File: config.mk
export PLATFORM = sky130hd
export DESIGN_NAME = nanorv32_wb_ctrl
export DESIGN_NICKNAME = d
export VERILOG_FILES = /design/src/rtl/nanorv32_wb_ctrl_pkg.sv /design/src/rtl/nanorv32_wb_ldq.sv /design/src/rtl/nanorv32_wb_ctrl.sv
export SDC_FILE = /design/constraint.sdc
export NUM_CORES = 1
export LEC_CHECK = 0
export BUFFER_PORTS_ARGS = -buffer_cell sky130_fd_sc_hd__clkbuf_2
export CAP_MARGIN = 20
export CORE_MARGIN = 3
export CORE_UTILIZATION = 40
export CTS_CLUSTER_DIAMETER = 200
export DETAILED_ROUTE_END_ITERATION = 8
export PLACE_DENSITY = 0.71
export SYNTH_ARGS = -nofsm -noshare
export SYNTH_HDL_FRONTEND = slang
export SYNTH_SLANG_ARGS = --single-unit
File: constraint.sdc
create_clock -name clk -period 5.39 [get_ports clk]
set_input_delay 1.3475 -clock clk [delete_from_list [all_inputs] [get_ports clk]]
set_output_delay 1.3475 -clock clk [all_outputs]
set_load 0.01 [all_outputs]
File: src/rtl/nanorv32_wb_ctrl_pkg.sv
// Shared constants and types for the writeback controller slice.
package nanorv32_wb_ctrl_pkg;

    // MSB of a register-file port index (5-bit index for 32 registers).
    localparam int NANORV32_RF_PORTRD_MSB = 4;
    localparam int NANORV32_RF_IDX_W      = NANORV32_RF_PORTRD_MSB + 1;

    // Default number of loads that may be outstanding at once.
    localparam int NANORV32_WB_LDQ_DEPTH  = 2;

    // One load-queue entry: destination index plus a flag telling the
    // response path to consume the data without writing the regfile.
    typedef struct packed {
        logic [NANORV32_RF_PORTRD_MSB:0] idx;
        logic                            discard;
    } ldq_entry_t;

    localparam int NANORV32_WB_LDQ_ENTRY_W = $bits(ldq_entry_t);

    // A register index is live unless it is x0 and x0 is not being used
    // as an ordinary register by the micro-ROM.
    function automatic logic zok(input logic [NANORV32_RF_PORTRD_MSB:0] x,
                                 input logic                            allow_x0);
        return (x != '0) || allow_x0;
    endfunction

endpackage

File: src/rtl/nanorv32_wb_ldq.sv
// Generic synchronous FIFO with asynchronous active-low reset.
// DEPTH must be a power of two so the pointers wrap naturally.
module nanorv32_wb_ldq #(
    parameter int DEPTH = 2,
    parameter int WIDTH = 6
) (
    input  logic                     clk,
    input  logic                     rst_n,
    input  logic                     push,
    input  logic [WIDTH-1:0]         push_data,
    input  logic                     pop,
    output logic [WIDTH-1:0]         head,
    output logic [$clog2(DEPTH):0]   count
);

    localparam int PTR_W = $clog2(DEPTH);

    logic [WIDTH-1:0] mem [DEPTH];
    logic [PTR_W-1:0] wr_ptr;
    logic [PTR_W-1:0] rd_ptr;

    assign head = mem[rd_ptr];

    // Entry storage; the caller guarantees push only when not full.
    always_ff @(posedge clk or negedge rst_n) begin
        if (!rst_n) begin
            for (int unsigned i = 0; i < DEPTH; i++) begin
                mem[i] <= '0;
            end
        end else if (push) begin
            mem[wr_ptr] <= push_data;
        end
    end

    // Pointers and occupancy; a simultaneous push and pop leaves count unchanged.
    always_ff @(posedge clk or negedge rst_n) begin
        if (!rst_n) begin
            wr_ptr <= '0;
            rd_ptr <= '0;
            count  <= '0;
        end else begin
            if (push) begin
                wr_ptr <= wr_ptr + PTR_W'(1);
            end
            if (pop) begin
                rd_ptr <= rd_ptr + PTR_W'(1);
            end
            case ({push, pop})
                2'b10:   count <= count + 1'b1;
                2'b01:   count <= count - 1'b1;
                default: count <= count;
            endcase
        end
    end

endmodule

File: src/rtl/nanorv32_wb_ctrl.sv
// Writeback controller: one-cycle ALU writeback on port 1, in-order load
// returns on port 2, and a pending-register scoreboard driving hazard_stall.
module nanorv32_wb_ctrl
    import nanorv32_wb_ctrl_pkg::*;
#(
    parameter int LD_FIFO_DEPTH = NANORV32_WB_LDQ_DEPTH,
    parameter int NUM_REGS      = 32,
    parameter int DATA_W        = 32
) (
    input  logic                  clk,
    input  logic                  rst_n,
    input  logic                  alu_valid,
    input  logic [4:0]            alu_rd,
    input  logic [DATA_W-1:0]     alu_data,
    input  logic                  ld_issue,
    input  logic [4:0]            ld_rd,
    output logic                  ld_ready,
    input  logic                  ld_resp_valid,
    input  logic [DATA_W-1:0]     ld_resp_data,
    input  logic [4:0]            rs1_sel,
    input  logic [4:0]            rs2_sel,
    input  logic                  rs1_used,
    input  logic                  rs2_used,
    input  logic                  allow_hidden_use_of_x0,
    output logic [4:0]            sel_rd,
    output logic [4:0]            sel_rd2,
    output logic [DATA_W-1:0]     rd,
    output logic [DATA_W-1:0]     rd2,
    output logic                  write_rd,
    output logic                  write_rd2,
    output logic                  hazard_stall,
    output logic [NUM_REGS-1:0]   pending_mask,
    output logic                  ld_resp_err
);

    localparam int CNT_W = $clog2(LD_FIFO_DEPTH) + 1;

    logic [CNT_W-1:0]                   ldq_count;
    logic [NANORV32_WB_LDQ_ENTRY_W-1:0] ldq_head_raw;
    ldq_entry_t                         ldq_head;
    ldq_entry_t                         ldq_push_entry;
    logic                               ldq_pop;
    logic                               ld_acc;
    logic                               alu_acc;
    logic                               ld_discard;
    logic [NUM_REGS-1:0]                mask_next;

    logic rs1_busy, rs2_busy, alu_ldbusy, ld_ldbusy;

    assign ldq_head   = ldq_head_raw;
    assign ld_discard = !zok(ld_rd, allow_hidden_use_of_x0);

    assign ld_ready = (ldq_count != CNT_W'(LD_FIFO_DEPTH));
    assign alu_acc  = alu_valid && !hazard_stall;
    assign ld_acc   = ld_issue && ld_ready && !hazard_stall;
    assign ldq_pop  = ld_resp_valid && (ldq_count != '0);

    assign ldq_push_entry.idx     = ld_rd;
    assign ldq_push_entry.discard = ld_discard;

    // Scoreboard lookups: sources also collide with either writeback port in flight.
    always_comb begin
        rs1_busy   = pending_mask[rs1_sel]
                   | (write_rd  && (sel_rd  == rs1_sel))
                   | (write_rd2 && (sel_rd2 == rs1_sel));
        rs2_busy   = pending_mask[rs2_sel]
                   | (write_rd  && (sel_rd  == rs2_sel))
                   | (write_rd2 && (sel_rd2 == rs2_sel));
        alu_ldbusy = pending_mask[alu_rd];
        ld_ldbusy  = pending_mask[ld_rd];
    end

    // Decode hold for RAW on either source and WAW against an outstanding load.
    always_comb begin
        hazard_stall = (rs1_used  && zok(rs1_sel, allow_hidden_use_of_x0) && rs1_busy)
                     | (rs2_used  && zok(rs2_sel, allow_hidden_use_of_x0) && rs2_busy)
                     | (alu_valid && zok(alu_rd,  allow_hidden_use_of_x0) && alu_ldbusy)
                     | (ld_issue  && zok(ld_rd,   allow_hidden_use_of_x0) && ld_ldbusy);
    end

    // Next pending mask: clear the retiring load first so a same-bit set wins.
    always_comb begin
        mask_next = pending_mask;
        if (ldq_pop) begin
            mask_next[ldq_head.idx] = 1'b0;
        end
        if (ld_acc && !ld_discard) begin
            mask_next[ld_rd] = 1'b1;
        end
    end

    nanorv32_wb_ldq #(
        .DEPTH (LD_FIFO_DEPTH),
        .WIDTH (NANORV32_WB_LDQ_ENTRY_W)
    ) u_ldq (
        .clk       (clk),
        .rst_n     (rst_n),
        .push      (ld_acc),
        .push_data (ldq_push_entry),
        .pop       (ldq_pop),
        .head      (ldq_head_raw),
        .count     (ldq_count)
    );

    // Port 1: ALU results registered for one cycle; index/data hold when idle.
    always_ff @(posedge clk or negedge rst_n) begin
        if (!rst_n) begin
            sel_rd   <= '0;
            rd       <= '0;
            write_rd <= 1'b0;
        end else if (alu_acc) begin
            sel_rd   <= alu_rd;
            rd       <= alu_data;
            write_rd <= zok(alu_rd, allow_hidden_use_of_x0);
        end else begin
            write_rd <= 1'b0;
        end
    end

    // Port 2: load data matched against the queue head in issue order.
    always_ff @(posedge clk or negedge rst_n) begin
        if (!rst_n) begin
            sel_rd2   <= '0;
            rd2       <= '0;
            write_rd2 <= 1'b0;
        end else if (ldq_pop) begin
            sel_rd2   <= ldq_head.idx;
            rd2       <= ld_resp_data;
            write_rd2 <= !ldq_head.discard;
        end else begin
            write_rd2 <= 1'b0;
        end
    end

    // Scoreboard state and sticky error for responses with nothing outstanding.
    always_ff @(posedge clk or negedge rst_n) begin
        if (!rst_n) begin
            pending_mask <= '0;
            ld_resp_err  <= 1'b0;
        end else begin
            pending_mask <= mask_next;
            if (ld_resp_valid && (ldq_count == '0)) begin
                ld_resp_err <= 1'b1;
            end
        end
    end

endmodule

==> run metrics, run 1 <==
outcome=finished, final reports clean; Hold Crit Start=u_ldq.mem[0]; Synth Warn #=0; Final setup viols=0; worst hold-check path type=flip-flop to flip-flop; CTS tree=yes; Core Region=0.0160 mm^2; r2r startpoint=pending_mask[14]; root buffer cell=clkbuf_16; drc violations=0; Site Rows=46; total CTS buffers=17; DR pass1 iterations=5; commonest non-fill, non-tap cell in the layout=clkbuf_2; GRT busiest layer=met2; Pwr per Cell Area=592 mW/mm^2; vias per inst=5.48; Setup Buffers After CTS=0; Setup Crit Path Kind=primary input to output pin; leakage power=3.98 nW; initial antenna violation count=0; Critical Path RT=4.04 ns; met1 usage=0.270; Die ar.=0.0180 mm^2; Layout area overhead=27.4%; register bit total from synthesis=125; Post-Syn Area per Cell=11.3 um^2; vias after detailed routing=5507; clk_skew=0.0170 ns; slowest cell delay on critical path=0.60 ns; final worst setup slack=0.279 ns; first-pass GRT wire length=30000 um; Area contributors post-synth=dfrtp_1 48%, mux4_2 8.9%, nand2_1 7.1%; M2 GR Usage=0.346; Crit Path Max Fanout=11; post-route ant nets=0; most frequent cells in the layout=201 x clkbuf_2, 125 x dfrtp_1, 124 x nand2_1; Final Cycle Share=0.948; gpl congestion=0.880; design area=0.00837 mm^2; Worst Tran Pin Value=0.919 ns; Slew Viols, Final=0; hold_ws=0.445 ns; dpl ws=0.306 ns; Antenna diodes=0; CP cell instances=clkbuf_2, mux4_1, mux4_2, or2_0, a32oi_2, or3b_4, clkbuf_2; vias in the first global route=5544; peak supply drop=0.246 mV; final WL=19200 um; top cell type by total area after synthesis=dfrtp_1; Skew-Pair Late Insertion Delay=0.42 ns; max frequency=196 MHz; met3 Track Usage GR=0.0548; sequential share of the synthesized area=0.476; WP data arrival=3.76 ns; grt total ovfl=0; DP HPWL=13600 um; post-route non-filler standard cell count=1005; crit path from=alu_rd[0]; largest net degree at the start of global routing=72; CP Capture Type=output pin; share of cells above drive strength 1=0.418; clock tree buffer depth=2; Starting DRT DRC Count=487; library cells used by synthesis=55; setup_tns=0 ns; max cap viols=0; cts hold-fix bufs=0; relative slew slack=0.387; CP Launch Type=primary input; syn_nets=673; Boundary Pins=203; per-cell routed wire length=19.1 um; placed cells=973; most used cell, CP=clkbuf_2; H-tree depth=4; Port Buf Inserts=202; Yosys top cell area share=0.476; Fillers=1440; NumNets Final=869; Initial Utilization=0.411; post_cts resized=0; Total Routing Usage GR=0.213; Die X=134 um; FFs w/ async S/R, synth=1.00; ys flop type=dfrtp_1; Post-Syn Area=0.00657 mm^2; clock-pin slew on the worst setup and hold paths=0.06 ns; Die Height=134 um; Tmin final=5.11 ns; Final Hold Vio Count=0; Syn Inst Count=580; CP max-delay cell=mux4_1; Post-synth EDFFs=0; RSZ-0062 raised after global routing=false; Placed Area=0.00775 mm^2; CTS Sinks=125
[through the flow]
step | power (mW) | util
2_1_floorplan | 2.95 | -
3_3_place_gp | 3.73 | 0.485
3_5_place_dp | 3.77 | 0.485
4_1_cts | 4.97 | 0.523
5_1_grt | 5.23 | 0.523
6_report | 4.95 | 0.523
[flip-flops by register name, indices dropped and copies added, names as in the netlist]
register	flops
pending_mask	32
rd2	32
rd	32
u_ldq.mem	12
sel_rd2	5
sel_rd	5
u_ldq.count	2
ld_resp_err	1
u_ldq.rd_ptr	1
u_ldq.wr_ptr	1
write_rd	1
write_rd2	1
[final timing paths]
check                                  end  slack [ns]  depth (start not counted)
min                              write_rd2        0.44                          1
min reg2reg                      write_rd2        0.44                          1
max                           hazard_stall        0.28                          7
min in group asynchronous  pending_mask[5]        1.04                          1
max in group asynchronous           rd2[3]        3.39                          2
max reg2reg                          rd[1]        1.92                          8
[layer usage]
layer / routed length [um] / part of all wire / up-vias
li1: - / - / 2484
met1: 7700 / 0.40 / 2650
met2: 9310 / 0.48 / 306
met3: 1520 / 0.079 / 67
met4: 672 / 0.035 / 0
met5: 0 / 0 / -
[report_power, final]
group	switching (mW)	internal [mW]	total [mW]
clock network	0.425	0.754	1.18
logic	0.954	0.946	1.90
registers	0.508	1.37	1.87
[worst max-delay path, delay by kind of cell]
family	cells	cell delay, ns
multiplexers	2	1.07
AND/OR/NAND/NOR	2	0.70
buffers and inverters	2	0.44
AO/OA/AOI/OAI	1	0.20
[cell usage after synthesis (all sizes together), types with 3 or more instances]
cell	count
mux2i	11
nor3b	6
or3	3
dfrtp	125
a31oi	5
o22ai	4
o21ai	68
buf	15
or4	3
nor2	10
nor3	3
nand3	14
mux4	29
nand3b	6
nand4	3
xnor2	16
nor2b	7
nor4	3
nand2	124
inv	7
xor2	9
nand2b	7
clkbuf	20
mux2	53
o31ai	5
a32oi	3
[final cells by class]
| type | instances | area, um^2 | share of cell area |
|---|---|---|---|
| clock buffer | 20 | 457 | 0.0546 |
| inverter | 7 | 26.3 | 0.00314 |
| clock inverter | 12 | 160 | 0.0191 |
| timing repair buffer | 212 | 1100 | 0.132 |
| multi-input combinational | 413 | 3230 | 0.386 |
| tap | 216 | 270 | 0.0323 |
| sequential | 125 | 3130 | 0.374 |
[cells by family (layout without fill, tap and decap cells)]
kind of cell             after synthesis  count (layout)  synth area share
XOR/XNOR                              25              25            0.0333
buffers and inverters                 42             251            0.0330
AO/OA/AOI/OAI                         99              99            0.0895
flip-flops                           125             125             0.476
adder cells (fa/ha/maj)                1               1           0.00190
AND/OR/NAND/NOR                      195             195             0.140
multiplexers                          93              93             0.226
Power figures use the tool's default switching activity.
==> run 2, diff against run 1 <==
--- a/config.mk
+++ b/config.mk
@@ -7,11 +7,13 @@
 export LEC_CHECK = 0
 export BUFFER_PORTS_ARGS = -buffer_cell sky130_fd_sc_hd__clkbuf_2
 export CAP_MARGIN = 20
+export CELL_PAD_IN_SITES_DETAIL_PLACEMENT = 0
+export CELL_PAD_IN_SITES_GLOBAL_PLACEMENT = 1
 export CORE_MARGIN = 3
 export CORE_UTILIZATION = 40
 export CTS_CLUSTER_DIAMETER = 200
 export DETAILED_ROUTE_END_ITERATION = 8
-export PLACE_DENSITY = 0.71
+export PLACE_DENSITY = 0.87
 export SYNTH_ARGS = -nofsm -noshare
 export SYNTH_HDL_FRONTEND = slang
 export SYNTH_SLANG_ARGS = --single-unit
==> run metrics, run 2 (synthesis results as in run 1) <==
r2r worst-path depth=8; family with the most delay on the worst path=multiplexers; clock-pin slew on the worst setup and hold paths=0.06 ns; vias per inst=5.50; Die X=134 um; Site Rows=46; Setup crit end=hazard_stall; Final Cycle Share=0.936; relative slew slack=0.483; CP Launch Type=primary input; Crit Path Max Fanout=11; Core Region=0.0160 mm^2; Worst Tran Pin Value=0.775 ns; Layout area overhead=26.5%; Clock Power Share=0.230; uppermost layer routed=met4; gpl congestion=0.856; reg2reg end=rd[4]; r2r setup slk=2.05 ns; Fillers=1450; Internal=2.96 mW; post-route ant nets=0; vias in the first global route=5499; design area=0.00831 mm^2; Sequential Power Share=0.383; root buffer cell=clkbuf_16; Placed Area=0.00773 mm^2; DR pass1 iterations=5; Port Buf Inserts=202; share of cells above drive strength 1=0.417; Sw Ratio=0.396; RSZ-0062 raised after global routing=false; first-pass GRT wire length=29800 um; crit path from=alu_rd[0]; Tmin final=5.05 ns; Antenna diodes=0; CTS tree=yes; vias after detailed routing=5515; per-cell routed wire length=19.2 um; initial antenna violation count=0; slowest cell delay on critical path=0.59 ns; largest registers=pending_mask (32), rd2 (32), rd (32); Die ar.=0.0180 mm^2; Critical Path RT=4.04 ns; CTS Sinks=125; largest net degree at the start of global routing=60; metal2 WL=9320 um; Setup Crit Path Kind=primary input to output pin; clk_skew=0.00910 ns; CP bufs+invs=2; leakage power=3.95 nW; final worst setup slack=0.345 ns; Skew-Pair Late Insertion Delay=0.41 ns; dpl ws=0.339 ns; max frequency=198 MHz; Final Power=4.90 mW; Slew Viols, Final=0; CP Capture Type=output pin; Pwr per Cell Area=589 mW/mm^2; Starting DRT DRC Count=519; Setup Buffers After CTS=0; grt total ovfl=0; Boundary Pins=203; commonest non-fill, non-tap cell in the layout=clkbuf_2; NumNets Final=866; worst hold-check path type=flip-flop to flip-flop; post_cts resized=0; total CTS buffers=17; Net Sw Power=1.94 mW; peak supply drop=0.228 mV; clock tree buffer depth=2; setup_tns=0 ns; DP HPWL=13700 um; Final Hold Vio Count=0; WP depth=7; combinational group share of total power=0.387; outcome=finished, final reports clean; r2r startpoint=pending_mask[11]; hold_ws=0.449 ns; post-route non-filler standard cell count=1002; final WL=19300 um; placed cells=970; max cap viols=0; H-tree depth=4; WP data arrival=3.70 ns; most frequent cells in the layout=201 x clkbuf_2, 125 x dfrtp_1, 124 x nand2_1; drc violations=0; Die Height=134 um; met3 wire length=1570 um; most used cell, CP=clkbuf_2; Total Routing Usage GR=0.213; Initial Utilization=0.411; cts hold-fix bufs=0; WL met1=7730 um; final core occ=0.519; CP max-delay cell=mux4_1; CP cell instances=clkbuf_2, mux4_1, mux4_2, or2_0, a32oi_2, or3b_4, clkbuf_2; Final setup viols=0
## run 2: cell types whose count changed in the layout (fill, tap and decap cells not counted), sizes merged
cell / before / now
buf: 11 / 8
bufinv: 3 / 1
clkbuf: 221 / 218
clkinv: 3 / 1
clkinvlp: 4 / 3
inv: 9 / 17
## run 2: worst min path at each step
stage | slack [ns] | start | cells after the start | end
after floorplan | 0.42 | u_ldq.mem[0] | 1 | write_rd2
after global placement | 0.44 | ld_resp_err | 1 | ld_resp_err
after global routing | 0.47 | ld_resp_err | 1 | ld_resp_err
final | 0.45 | u_ldq.mem[0] | 1 | write_rd2
after CTS | 0.45 | u_ldq.mem[0] | 1 | write_rd2
after detailed placement | 0.44 | u_ldq.mem[0] | 1 | write_rd2
## run 2: layout make-up
class | instances | area, um^2 | area share
inverters | 7 | 26.3 | 0.00316
repair buffers | 209 | 1080 | 0.130
well taps | 216 | 270 | 0.0325
multi-input cells | 413 | 3230 | 0.389
clock inverters | 15 | 151 | 0.0182
clock buffers | 17 | 425 | 0.0512
flip-flops and latches | 125 | 3130 | 0.377
## run 2: layer usage
metal | vias to the layer above | track usage
met5 | - | 0
met4 | 0 | 0.0911
met3 | 61 | 0.0574
met2 | 285 | 0.344
met1 | 2684 | 0.271
li1 | 2485 | -
## run 2: worst reg2reg max path: cells and delay by family, from the launching register on
family,cells,cell delay [ns]
AND/OR/NAND/NOR,3,0.92
multiplexers,3,1.37
flip-flops,1,0.49
AO/OA/AOI/OAI,1,0.19
buffers and inverters,1,0.27
## run 2: power by group through the flow
stage / combinational [mW] / sequential, mW / clock (mW)
2_1_floorplan: 1.08 / 1.87 / 0
3_3_place_gp: 1.87 / 1.86 / 0
3_5_place_dp: 1.90 / 1.87 / 0
4_1_cts: 1.91 / 1.86 / 1.15
5_1_grt: 2.06 / 1.93 / 1.19
6_report: 1.90 / 1.88 / 1.12
